===== src/rtl/eca_rule_engine_pkg.sv =====
// Shared types and helpers for the elementary cellular automaton engine.
//   fsm_t    : run-control states (IDLE, RUN)
//   rule_idx : maps a 3-bit {l,c,r} neighbourhood to its rule bit position
package eca_rule_engine_pkg;

  typedef enum logic {
    IDLE = 1'b0,
    RUN  = 1'b1
  } fsm_t;

  // Rule bit 7 holds the result for pattern 000 and bit 0 the result for 111.
  // This is the reverse of the Wolfram numbering.
  function automatic logic [2:0] rule_idx(input logic [2:0] pat);
    return 3'd7 - pat;
  endfunction

endpackage


===== src/rtl/eca_rule_engine_cell.sv =====
// One automaton cell: combinational 3-input rule lookup.
//   l, c, r : left neighbour, this cell, right neighbour (current generation)
//   rule    : 8-bit rule table
//   nxt     : this cell's value in the next generation
module eca_cell
  import eca_rule_engine_pkg::*;
(
  input  logic       l,
  input  logic       c,
  input  logic       r,
  input  logic [7:0] rule,
  output logic       nxt
);

  assign nxt = rule[rule_idx({l, c, r})];

endmodule


===== src/rtl/eca_rule_engine.sv =====
// WIDTH-cell elementary cellular automaton with a runtime-loadable rule and a
// selectable boundary mode. It advances one generation per clock for n_gens
// generations and uses a busy/done handshake.
//   clk, rst_n      : clock, asynchronous active-low reset
//   rule_we/rule_in : rule register write (honoured in IDLE only)
//   load/seed       : load the cell state; aborts a run in progress
//   wrap            : 1 = toroidal boundary, 0 = zero-padded
//   start/n_gens    : request n_gens generations
//   busy            : high while running
//   done            : one-cycle pulse after a run completes normally
//   state_out       : cell state; bit WIDTH-1 is the leftmost cell
//   gen_count       : generations completed in the current or last run
module eca_rule_engine
  import eca_rule_engine_pkg::*;
#(
  parameter int         WIDTH        = 16,
  parameter int         CNT_W        = 8,
  parameter logic [7:0] DEFAULT_RULE = 8'h84
) (
  input  logic             clk,
  input  logic             rst_n,
  input  logic             rule_we,
  input  logic [7:0]       rule_in,
  input  logic             load,
  input  logic [WIDTH-1:0] seed,
  input  logic             wrap,
  input  logic             start,
  input  logic [CNT_W-1:0] n_gens,
  output logic             busy,
  output logic             done,
  output logic [WIDTH-1:0] state_out,
  output logic [CNT_W-1:0] gen_count
);

  fsm_t             fsm_q, fsm_d;
  logic [WIDTH-1:0] cells_q, cells_d, cells_nxt;
  logic [7:0]       rule_q, rule_d;
  logic [CNT_W-1:0] cnt_q, cnt_d, cnt_inc;
  logic [CNT_W-1:0] target_q, target_d;
  logic             done_q, done_d;

  // Cell array. The edge cells take a neighbour from the opposite end when
  // wrap is set and 0 otherwise.
  for (genvar i = 0; i < WIDTH; i++) begin : g_cell
    logic l, r;
    if (i == WIDTH - 1) begin : g_left_edge
      assign l = wrap & cells_q[0];
    end else begin : g_left
      assign l = cells_q[i+1];
    end
    if (i == 0) begin : g_right_edge
      assign r = wrap & cells_q[WIDTH-1];
    end else begin : g_right
      assign r = cells_q[i-1];
    end
    eca_cell u_cell (
      .l    (l),
      .c    (cells_q[i]),
      .r    (r),
      .rule (rule_q),
      .nxt  (cells_nxt[i])
    );
  end

  assign cnt_inc = cnt_q + 1'b1;

  always_comb begin
    fsm_d    = fsm_q;
    cells_d  = cells_q;
    rule_d   = rule_q;
    cnt_d    = cnt_q;
    target_d = target_q;
    done_d   = 1'b0;
    case (fsm_q)
      IDLE: begin
        if (load) begin
          // load wins; a start or rule write in the same cycle is dropped
          cells_d = seed;
          cnt_d   = '0;
        end else begin
          if (rule_we) rule_d = rule_in;
          if (start) begin
            cnt_d = '0;
            if (n_gens == '0) begin
              done_d = 1'b1;
            end else begin
              target_d = n_gens;
              fsm_d    = RUN;
            end
          end
        end
      end
      RUN: begin
        if (load) begin
          // abort: no done pulse
          cells_d = seed;
          cnt_d   = '0;
          fsm_d   = IDLE;
        end else begin
          cells_d = cells_nxt;
          cnt_d   = cnt_inc;
          if (cnt_inc == target_q) begin
            fsm_d  = IDLE;
            done_d = 1'b1;
          end
        end
      end
      default: fsm_d = IDLE;
    endcase
  end

  always_ff @(posedge clk or negedge rst_n) begin
    if (!rst_n) begin
      fsm_q    <= IDLE;
      cells_q  <= '0;
      rule_q   <= DEFAULT_RULE;
      cnt_q    <= '0;
      target_q <= '0;
      done_q   <= 1'b0;
    end else begin
      fsm_q    <= fsm_d;
      cells_q  <= cells_d;
      rule_q   <= rule_d;
      cnt_q    <= cnt_d;
      target_q <= target_d;
      done_q   <= done_d;
    end
  end

  assign busy      = (fsm_q == RUN);
  assign done      = done_q;
  assign state_out = cells_q;
  assign gen_count = cnt_q;

endmodule


===== config.mk =====
export PLATFORM = sky130hd
export DESIGN_NAME = eca_rule_engine
export DESIGN_NICKNAME = d
export VERILOG_FILES = /design/src/rtl/eca_rule_engine_pkg.sv /design/src/rtl/eca_rule_engine_cell.sv /design/src/rtl/eca_rule_engine.sv
export SDC_FILE = /design/constraint.sdc
export NUM_CORES = 1
export LEC_CHECK = 0
export CAP_MARGIN = 20
export CORE_MARGIN = 1
export CORE_UTILIZATION = 48
export CTS_CLUSTER_SIZE = 40
export DETAILED_ROUTE_END_ITERATION = 7
export PLACE_DENSITY = 0.78
export SYNTH_ARGS = -nofsm -noshare
export SYNTH_HDL_FRONTEND = slang
export SYNTH_SLANG_ARGS = --single-unit

===== constraint.sdc =====
create_clock -name clk -period 1.8 [get_ports clk]
set_clock_uncertainty 0.1 [all_clocks]
set_input_delay 0.36 -clock clk [delete_from_list [all_inputs] [get_ports clk]]
set_output_delay 0.36 -clock clk [all_outputs]
set_load 0.1 [all_outputs]

-- After elaboration in Yosys (flattened, before gate mapping)
Index checks and enable logic that the tools add are counted.
- output and inout bits: 26
- logic and storage cells: 101
- register bits: 42
- input bits: 38
- bitwise logic cells: 5
- equality and inequality tests: 3
- magnitude comparators: 16
- reduce and logical (&&, ||, !) cells: 3
- muxes and demuxes: 51
- $add $sub $neg: 17
- operator list (cell ; number):
    $lt A3 B4 Y1 const B ; 16
    $bmux W1 S3 ; 16
    $sub A3 B3 Y3 const A ; 16
    $mux W16 ; 2
    $pmux W16 S2 ; 1
    $mux W1 ; 26
    $mux W8 ; 3
    $pmux W8 S2 ; 1
    $add A8 B1 Y8 const B ; 1
    $eq A8 B8 Y1 ; 1
    $logic_not A8 Y1 ; 1
    $pmux W1 S2 ; 2
    $reduce_and A4 Y1 ; 1
    $ne A3 B3 Y1 const B ; 1
    $not A1 Y1 ; 3
    $reduce_and A3 Y1 ; 1
    $and A1 B1 Y1 ; 2
    $ne A2 B2 Y1 const B ; 1

-- Logic depth before layout (Yosys ltp)
Gate-level depths: netlist (run 1).
- depth in word-level cells: 6
- depth in mapped cells: 7
- gate-level depth less buffers: 7

-- Cells and area by module
A second synthesis (run 1) with hierarchy kept.
- cell total of the unflattened synthesis: 267
- area total of the unflattened synthesis: 3265.6 sq um
- modules (own cells, without submodules) (module ; cells an instance ; instances ; sequential area each (sq um) ; area an instance (sq um)):
    eca_rule_engine ; 219 ; 1 ; 1053.5 ; 2244.7
    eca_cell ; 3 ; 16 ; 0.0 ; 63.8

-- Worst setup path after synthesis (run 1)
OpenSTA, ideal clock, no wires.
- path type: flip-flop to flip-flop
- from: reg cnt_q[0], in the netlist gen_count[0]
- to: reg fsm_q, in the netlist busy
- stages on the path, launching flop included: 8
- library setup time: 0.120 ns
- buffers on the path: 0
- path slack: -0.852 ns
- arrival time: 2.432 ns
- period minus slack after synthesis: 2.652 ns
- data required time: 1.580 ns
- path through: dfrtp_1 -> ha_1 -> xor2_1 -> xnor2_1 -> o21ai_1 -> nor4_2 -> o211ai_1 -> a31o_1
- longest elaborated chain between the ends: 5
- RTL lines (what ; RTL line ; text):
    start: declaration ; eca_rule_engine.sv:38 ; logic [CNT_W-1:0] cnt_q, cnt_d, cnt_inc;
    start signal: assignment ; eca_rule_engine.sv:124 ; cnt_q <= cnt_d;
    $add A8 B1 Y8 ; eca_rule_engine.sv:65 ; assign cnt_inc = cnt_q + 1'b1;
    $eq A8 B8 Y1 ; eca_rule_engine.sv:102 ; if (cnt_inc == target_q) begin
    $mux W1 ; eca_rule_engine.sv:102 ;
    $mux W1 ; eca_rule_engine.sv:94 ; if (load) begin
    $pmux W1 S2 ; eca_rule_engine.sv:74 ; case (fsm_q)
    net fsm_d ; eca_rule_engine.sv:35 ; fsm_t fsm_q, fsm_d;
    end signal: assignment ; eca_rule_engine.sv:121 ; fsm_q <= fsm_d;
    end: declaration ; eca_rule_engine.sv:35 ;
The timed path passes the listed nets, and every way through them passes these cells.
A chain may end at the register's enable or synchronous reset.

-- Worst setup path after layout (run 1)
Ends and elaborated chain as after synthesis.

==> qor.yml, run 1 <==
status:
  run_status: "complete, but fails checks"
  failing_checks: "DRC, setup timing"
yosys:
  yosys_register_bits: 42
  synthesis.nets: 375
  share_of_synthesized_registers_carrying_an_async_set_or_reset: 1.00
  synth_edf_count: 0
  netlist_top_cells_area: "sky130_fd_sc_hd__dfrtp_1 (31%), sky130_fd_sc_hd__mux4_2 (13%), sky130_fd_sc_hd__mux2i_1 (8.6%)"
  yosys.cell_count.top_type: "sky130_fd_sc_hd__dfrtp_1"
  yosysWarnings: 0
  synthesized_instance_count: 336
  synth_seq_area_share: 0.324
  syn-cell-area_um2: 3250
  postSynth.topFlopCell: "sky130_fd_sc_hd__dfrtp_1"
  yosys.cell_types.count: 42
  yosysTopAreaCell: "sky130_fd_sc_hd__dfrtp_1"
  yosysTopAreaCellShare: 0.308
  post_synth.cell_area_avg_um2: 9.66
  synth.top_cells.by_count: "sky130_fd_sc_hd__dfrtp_1 (40), sky130_fd_sc_hd__nand2_1 (34), sky130_fd_sc_hd__o21ai_0 (30), sky130_fd_sc_hd__mux2i_1 (28), sky130_fd_sc_hd__clkbuf_1 (24)"
critical_path:
  worstPathMaxFanout: 3
  critPathMaxStageDelay_ns: 0.51
  cp_common_cell: "sky130_fd_sc_hd__o211ai_1"
  timing.critical_path.slowest_stage_cell: "sky130_fd_sc_hd__dfrtp_4"
  timing.critical_path.max_delay_family: "compound AO/OA/AOI/OAI gates"
  worst_setup_path_end_kind: "flop"
  crit_chain: "ha_4 -> xor2_1 -> a21oi_1 -> o211ai_1 -> nor4_2 -> o211ai_1 -> a31o_1"
  setup.worst_path.start_class: "flop"
  critPathBufInv: 0
  worst-endpoint-arrival_ns: 2.15
  r2r-start: "gen_count[0]"
  critPathRequiredTime_ns: 1.90
  rrSetupSlack_ns: -0.26
  startpoint: "gen_count[0]"
  capturing_instance_or_port_of_the_critical_path: "busy"
  worstReg2RegEnd: "busy"
  r2r.worst_path.cells: 7
  critical_path_cell_count: 7
  critical_path_class: "reg -> reg"
timing:
  finalHoldViolCount: 0
  timing_worst_slew_pin_value_ns: 0.408
  final.min_clock_period_ns: 2.06
  final.setup.worst_slack_ns: -0.255
  max_slew_margin: 0.728
  setup_viol: 2
  grt_setup_unrepaired: "true"
  fin_crit_sh: 1.14
  timing_max_transition_violations_final: 0
  timing.fmax_mhz: 487
route:
  via_count: 2912
  drc_marker_count_from_the_first_detailed_route_iteration: 278
  drc: 10
  postRouteAntennaNets: 0
  drt_first_pass_iters: 7
  routedWlPerCell_um: 18.2
  routed_via_density: 6.18
  wirelength_um: 8590
clocking:
  insertion_delay_ns: 0.31
  cts_made_buffers: 5
  tritoncts: "yes"
  h-tree-depth: 2
  post_cts_repair_setup_buffers: 0
  clkTransAtPathRegs_ns: 0.09
  cts.path.max_buffers: 2
  numClockSinks: 42
  clk_root_buffer_cell: "sky130_fd_sc_hd__clkbuf_8"
floorplan:
  row_count: 29
  chipWidth_um: 84.2
  die-height_um: 84.2
  design.portCount: 64
  die-area_um2: 7100
  design.core.area_um2: 6420
  initial_utilization: 0.506
placed_design:
  port_buffers: 63
  dpl_cell_area_um2: 4340
  gpl.final_weighted_congestion: 0.927
  dp.final_hpwl_um: 5920
global_route:
  global_route.usage.met3: 0.0334
  gr-max-usage-layer: "met2"
  grt_first_pass_wirelength_um: 14300
  largest_net_degree_at_the_start_of_global_routing: 52
  groute.usage.overall: 0.254
  met2_usage: 0.407
  number_of_antenna_violations_at_the_first_check_in_global_routing: 0
  globalRouteMet1Util: 0.359
  vias_in_the_first_global_route: 2824
  grt-ovfl-total: 0
pwr:
  leak_nw: 1.83
  vdd_drop_max_v: 0.000677
  p_per_area_nw_per_um2: 938
  total_power_mw: 4.18
cells_and_area:
  fillerInstances: 476
  ratio_of_cells_with_drive_above_1_in_the_final_layout: 0.343
  final_design_area_no_fill_um2: 4460
  layout-area-overhead-vs-synth_pct: 37.3
  antenna-diode-count: 0
  final_net_count: 432
worst_hold_path:
  worst_hold_path_type: "in -> async"
run:
  maxCapViolCount: 0
==> power breakdown <==
group | internal [mW] | total, mW | switching (mW)
Combinational | 1.03 | 2.15 | 1.12
Clock | 0.273 | 0.645 | 0.372
Sequential | 1.10 | 1.39 | 0.289
==> logic make-up (layout without fill, tap and decap cells) <==
family | count (synthesis) | after routing | share of synthesized area
AO/OA/AOI/OAI | 78 | 78 | 0.151
AND/OR/NAND/NOR | 73 | 73 | 0.113
buffers and inverters | 66 | 124 | 0.0994
multiplexers | 63 | 63 | 0.274
flip-flops | 42 | 42 | 0.324
XOR/XNOR | 13 | 13 | 0.0351
adder cells (fa/ha/maj) | 1 | 1 | 0.00385
==> layout by cell type, fill, tap and decap left out, drive strengths merged, types with 3 or more instances in the layout <==
| cell type | instances |
|---|---|
| nand3 | 8 |
| nor3b | 6 |
| xor2 | 6 |
| o31ai | 11 |
| mux2i | 28 |
| o21ai | 31 |
| mux4 | 19 |
| xnor2 | 7 |
| nor4 | 3 |
| dfrtp | 40 |
| a21oi | 13 |
| nor2 | 13 |
| nand2 | 35 |
| inv | 14 |
| a22oi | 12 |
| mux2 | 16 |
| buf | 65 |
| clkbuf | 5 |
| clkdlybuf4s50 | 36 |
==> per-stage QoR <==
stage / instances / worst slack, ns / hold slack, ns / util / setup TNS [ns]
final: 471 / -0.255 / 0.401 / 0.694 / -0.446
after global routing: 471 / -0.353 / 0.443 / 0.694 / -0.704
after CTS: 471 / -0.170 / 0.423 / 0.694 / -0.292
after detailed placement: 462 / -0.204 / 0.204 / 0.676 / -1.67
after global placement: 462 / -0.155 / 0.201 / 0.676 / -1.30
after floorplan: 336 / -0.279 / -0.0356 / - / -0.461
==> area by class of cell <==
type                            count  area [um2]  area share
Multi-Input combinational cell    228        1910       0.429
Tap cell                           77        96.3      0.0216
Inverter                           14        52.6      0.0118
Clock inverter                      3        21.3     0.00477
Sequential cell                    42        1080       0.242
Timing Repair Buffer              102        1230       0.276
Clock buffer                        5        68.8      0.0154
==> state kept, by name (all words and copies together), names as in the netlist <==
register and flops:
target_q 8, done 1, state_out 16, gen_count 8
rule_q 8, busy 1
==> what timing repair did <==
action                                  CTS  global route
resized for setup                         4             2
endpoints found under the setup margin    3             5
hold buffers                              1             0
endpoints found under the hold margin    13             0
pin swaps                                 3             4
==> worst min-delay path by stage <==
stage	endpoint	from	slack [ns]
2_1_floorplan	done	rst_n	-0.04
3_5_place_dp	state_out[2]	rst_n	0.20
4_1_cts	state_out[4]	rst_n	0.42
5_1_grt	state_out[2]	rst_n	0.44
3_3_place_gp	state_out[2]	rst_n	0.20
6_report	state_out[4]	rst_n	0.40
==> per-layer routing <==
metal | up-vias | part of all wire
met2 | 124 | 0.49
met3 | 17 | 0.057
met4 | 0 | 0.022
met5 | - | 0
met1 | 1461 | 0.43
li1 | 1310 | -
No activity file was read; power rests on OpenSTA's default activity.
==> inputs of run 2 (changes only) <==
--- a/config.mk
+++ b/config.mk
@@ -5,12 +5,13 @@
 export SDC_FILE = /design/constraint.sdc
 export NUM_CORES = 1
 export LEC_CHECK = 0
+export ABC_AREA = 1
 export CAP_MARGIN = 20
 export CORE_MARGIN = 1
-export CORE_UTILIZATION = 48
+export CORE_UTILIZATION = 47
 export CTS_CLUSTER_SIZE = 40
 export DETAILED_ROUTE_END_ITERATION = 7
-export PLACE_DENSITY = 0.78
+export PLACE_DENSITY = 0.77
 export SYNTH_ARGS = -nofsm -noshare
 export SYNTH_HDL_FRONTEND = slang
 export SYNTH_SLANG_ARGS = --single-unit
==> qor.yml, run 2 <==
yosys:
  yosys_register_bits: 42  # unchanged
  yosys.cell_types.count: 29  # -31%
  netlist_top_cells_area: "sky130_fd_sc_hd__dfrtp_1 (32%), sky130_fd_sc_hd__nand2_1 (11%), sky130_fd_sc_hd__nand3_1 (10%)"
  synth_seq_area_share: 0.333  # +0.00886
  postSynth.topFlopCell: "sky130_fd_sc_hd__dfrtp_1"
  syn-cell-area_um2: 3160  # -2.7%
  yosysWarnings: 0  # unchanged
  yosysTopAreaCell: "sky130_fd_sc_hd__dfrtp_1"
  share_of_synthesized_registers_carrying_an_async_set_or_reset: 1.00  # unchanged
  yosysTopAreaCellShare: 0.317  # +0.00842
  synthesis.nets: 497  # +33%
  synth.top_cells.by_count: "sky130_fd_sc_hd__nand2_1 (90), sky130_fd_sc_hd__nand3_1 (66), sky130_fd_sc_hd__a21oi_1 (57), sky130_fd_sc_hd__inv_1 (45), sky130_fd_sc_hd__o21ai_0 (45)"
  synth_edf_count: 0  # unchanged
  yosys.cell_count.top_type: "sky130_fd_sc_hd__nand2_1"
  post_synth.cell_area_avg_um2: 6.90  # -29%
  synthesized_instance_count: 458  # +36%
cells_and_area:
  ratio_of_cells_with_drive_above_1_in_the_final_layout: 0.147  # -0.195
  layout_common_cells: "sky130_fd_sc_hd__nand2_1 (89), sky130_fd_sc_hd__nand3_1 (66), sky130_fd_sc_hd__a21oi_1 (57), sky130_fd_sc_hd__o21ai_0 (45), sky130_fd_sc_hd__inv_1 (44)"
  antenna-diode-count: 0  # unchanged
  largest_register_ffs: 16  # unchanged
  layout-area-overhead-vs-synth_pct: 33.8
  stdcell_count: 586  # +24%
  final_common_cell: "sky130_fd_sc_hd__nand2_1"
  final_net_count: 547  # +27%
floorplan:
  chipWidth_um: 84.0  # -0.28%
  die-area_um2: 7060  # -0.57%
  design.portCount: 64  # unchanged
  initial_utilization: 0.492  # -0.0134
  row_count: 29  # unchanged
  die-height_um: 84.0  # -0.28%
  design.core.area_um2: 6420  # unchanged
global_route:
  largest_net_degree_at_the_start_of_global_routing: 43  # -17%
  grt_first_pass_wirelength_um: 15900  # +12%
  number_of_antenna_violations_at_the_first_check_in_global_routing: 0  # unchanged
  vias_in_the_first_global_route: 3277  # +16%
  groute.usage.overall: 0.283  # +0.0293
  grt-ovfl-total: 0  # unchanged
pwr:
  pwr-share-seq: 0.337  # +0.005
  switching_share: 0.450  # +0.0237
  vdd_drop_max_v: 0.000600  # -11%
  power_switching_mw: 1.83  # +2.8%
  total_power_mw: 4.07  # -2.6%
  clock_power_share: 0.198  # +0.044
  power_share_of_the_combinational_group: 0.465  # -0.049
  p_per_area_nw_per_um2: 962  # +2.6%
  leak_nw: 1.85  # +1.1%
  internal_cell_power_mw: 2.24  # -6.6%
route:
  routed_via_density: 5.94  # -3.9%
  drc: 6  # -4
  wirelength_um: 9450  # +9.9%
  via_count: 3480  # +20%
  postRouteAntennaNets: 0  # unchanged
  drt_first_pass_iters: 7  # unchanged
  drc_marker_count_from_the_first_detailed_route_iteration: 349  # +26%
  routedWlPerCell_um: 16.1  # -12%
worst_hold_path:
  worst_hold_path_type: "reg -> reg"
timing:
  fin_crit_sh: 0.951  # -0.191
  setup_viol: 0  # -2
  timing_worst_slew_pin_value_ns: 0.480  # +0.0723 ns
  timing_max_transition_violations_final: 0  # unchanged
  final.setup.worst_slack_ns: 0.0889  # +0.344 ns
  worst_hold_slack_ns: 0.409  # +0.00819 ns
  final.min_clock_period_ns: 1.71  # -0.344 ns
  finalHoldViolCount: 0  # unchanged
  timing.fmax_mhz: 584  # +20%
  max_slew_margin: 0.680  # -0.0486
placed_design:
  dp.final_hpwl_um: 6670  # +13%
  port_buffers: 63  # unchanged
  place_inst: 577  # +25%
  setup_ws_pre_cts_ns: -0.0688  # +0.136 ns
  gpl.final_weighted_congestion: 0.936  # +1.0%
clocking:
  cts_made_buffers: 5  # unchanged
  cts.path.max_buffers: 2  # unchanged
  h-tree-depth: 2  # unchanged
  tritoncts: "yes"
  numClockSinks: 42  # unchanged
  clk_root_buffer_cell: "sky130_fd_sc_hd__clkbuf_8"
  clkTransAtPathRegs_ns: 0.09  # about the same
  insertion_delay_ns: 0.31  # about the same
critical_path:
  worst_setup_path_end_kind: "flop"
  worst-endpoint-arrival_ns: 1.82  # -0.33 ns
  critical_path_class: "reg -> reg"
  critPathRequiredTime_ns: 1.91  # about the same
  worstPathMaxFanout: 2  # -1
  setup.worst_path.start_class: "flop"
run:
  maxCapViolCount: 0  # unchanged
status:
  failing_checks: "DRC"
  run_status: "complete, but fails checks"
## run 2: cell types whose count changed in the layout (fill, tap and decap cells not counted), moves of 21 or more
cell | previous run | this run
sky130_fd_sc_hd__inv_1 | 14 | 44
sky130_fd_sc_hd__a21oi_1 | 12 | 57
sky130_fd_sc_hd__o211ai_1 | 2 | 32
sky130_fd_sc_hd__nand2_1 | 34 | 89
sky130_fd_sc_hd__buf_4 | 34 | 13
sky130_fd_sc_hd__mux2i_1 | 28 | 0
sky130_fd_sc_hd__nand3_1 | 7 | 66
## run 2: repair_timing
item / CTS / global route
resized for setup: 0 / 5
endpoints found under the setup margin: 0 / 2
hold buffers: 1 / 0
setup buffers: 0 / 0
hold endpoints to repair: 40 / 0
## run 2: area by class of cell
cell class | instances | area (um2)
clock buffers | 7 | 86.3
clock inverters | 1 | 30.0
fillers | 528 | 2190
inverters | 47 | 176
multi-input cells | 332 | 1720
flip-flops and latches | 42 | 1070
well taps | 77 | 96.3
repair buffers | 80 | 1050
## run 2: power by group through the flow
stage                     logic (mW)  clock network, mW  registers (mW)
after CTS                       1.87              0.808            1.36
after global placement          1.82                  0            1.37
after global routing            2.05              0.852            1.40
final                           1.89              0.806            1.37
after detailed placement        1.86                  0            1.38
after floorplan                 1.37                  0            1.26
## run 2: cell families after synthesis
kind of cell | Yosys count | synth area share
compound gates | 142 | 0.257
xor+xnor | 1 | 0.00277
fa+ha+maj | 1 | 0.00396
buf+inv | 84 | 0.127
flops | 42 | 0.333
simple gates | 188 | 0.276
## run 2: metrics by stage
stage,util,setup TNS [ns],cell area [um2]
after global placement,0.637,0,4090
after CTS,0.656,0,4220
after floorplan,-,-0.0273,3180
after global routing,0.659,-0.0116,4230
final,0.659,0,4230
after detailed placement,0.637,-0.200,4090
## run 2: worst paths after layout
kind                                    from      endpoint  slack, ns  cells past startpoint
min in group asynchronous              rst_n  state_out[6]       0.45                      3
worst max-delay path            gen_count[1]          busy       0.09                      9
worst max register to register  gen_count[1]          busy       0.09                      9
worst min-delay path             target_q[0]   target_q[0]       0.41                      2
worst min register to register   target_q[0]   target_q[0]       0.41                      2
max in group asynchronous              rst_n     rule_q[7]       0.88                      3
## run 2: critical path: stages (launching register included)
cell and delay (ns):
sky130_fd_sc_hd__dfrtp_4 0.48, sky130_fd_sc_hd__ha_2 0.36, sky130_fd_sc_hd__xnor2_2 0.11, sky130_fd_sc_hd__nand2_1 0.09, sky130_fd_sc_hd__nor2_2 0.13, sky130_fd_sc_hd__nand2_1 0.06
sky130_fd_sc_hd__nor2_1 0.09, sky130_fd_sc_hd__nand3_1 0.08, sky130_fd_sc_hd__nand2_1 0.06, sky130_fd_sc_hd__nand2_1 0.04
## run 2: per-layer routing
| layer | part of all wire | global-route usage | vias to the layer above |
|---|---|---|---|
| met5 | 0 | 0 | - |
| met3 | 0.088 | 0.0485 | 23 |
| met4 | 0.025 | 0.116 | 0 |
| met1 | 0.42 | 0.383 | 1596 |
| met2 | 0.46 | 0.449 | 201 |
| li1 | - | - | 1660 |
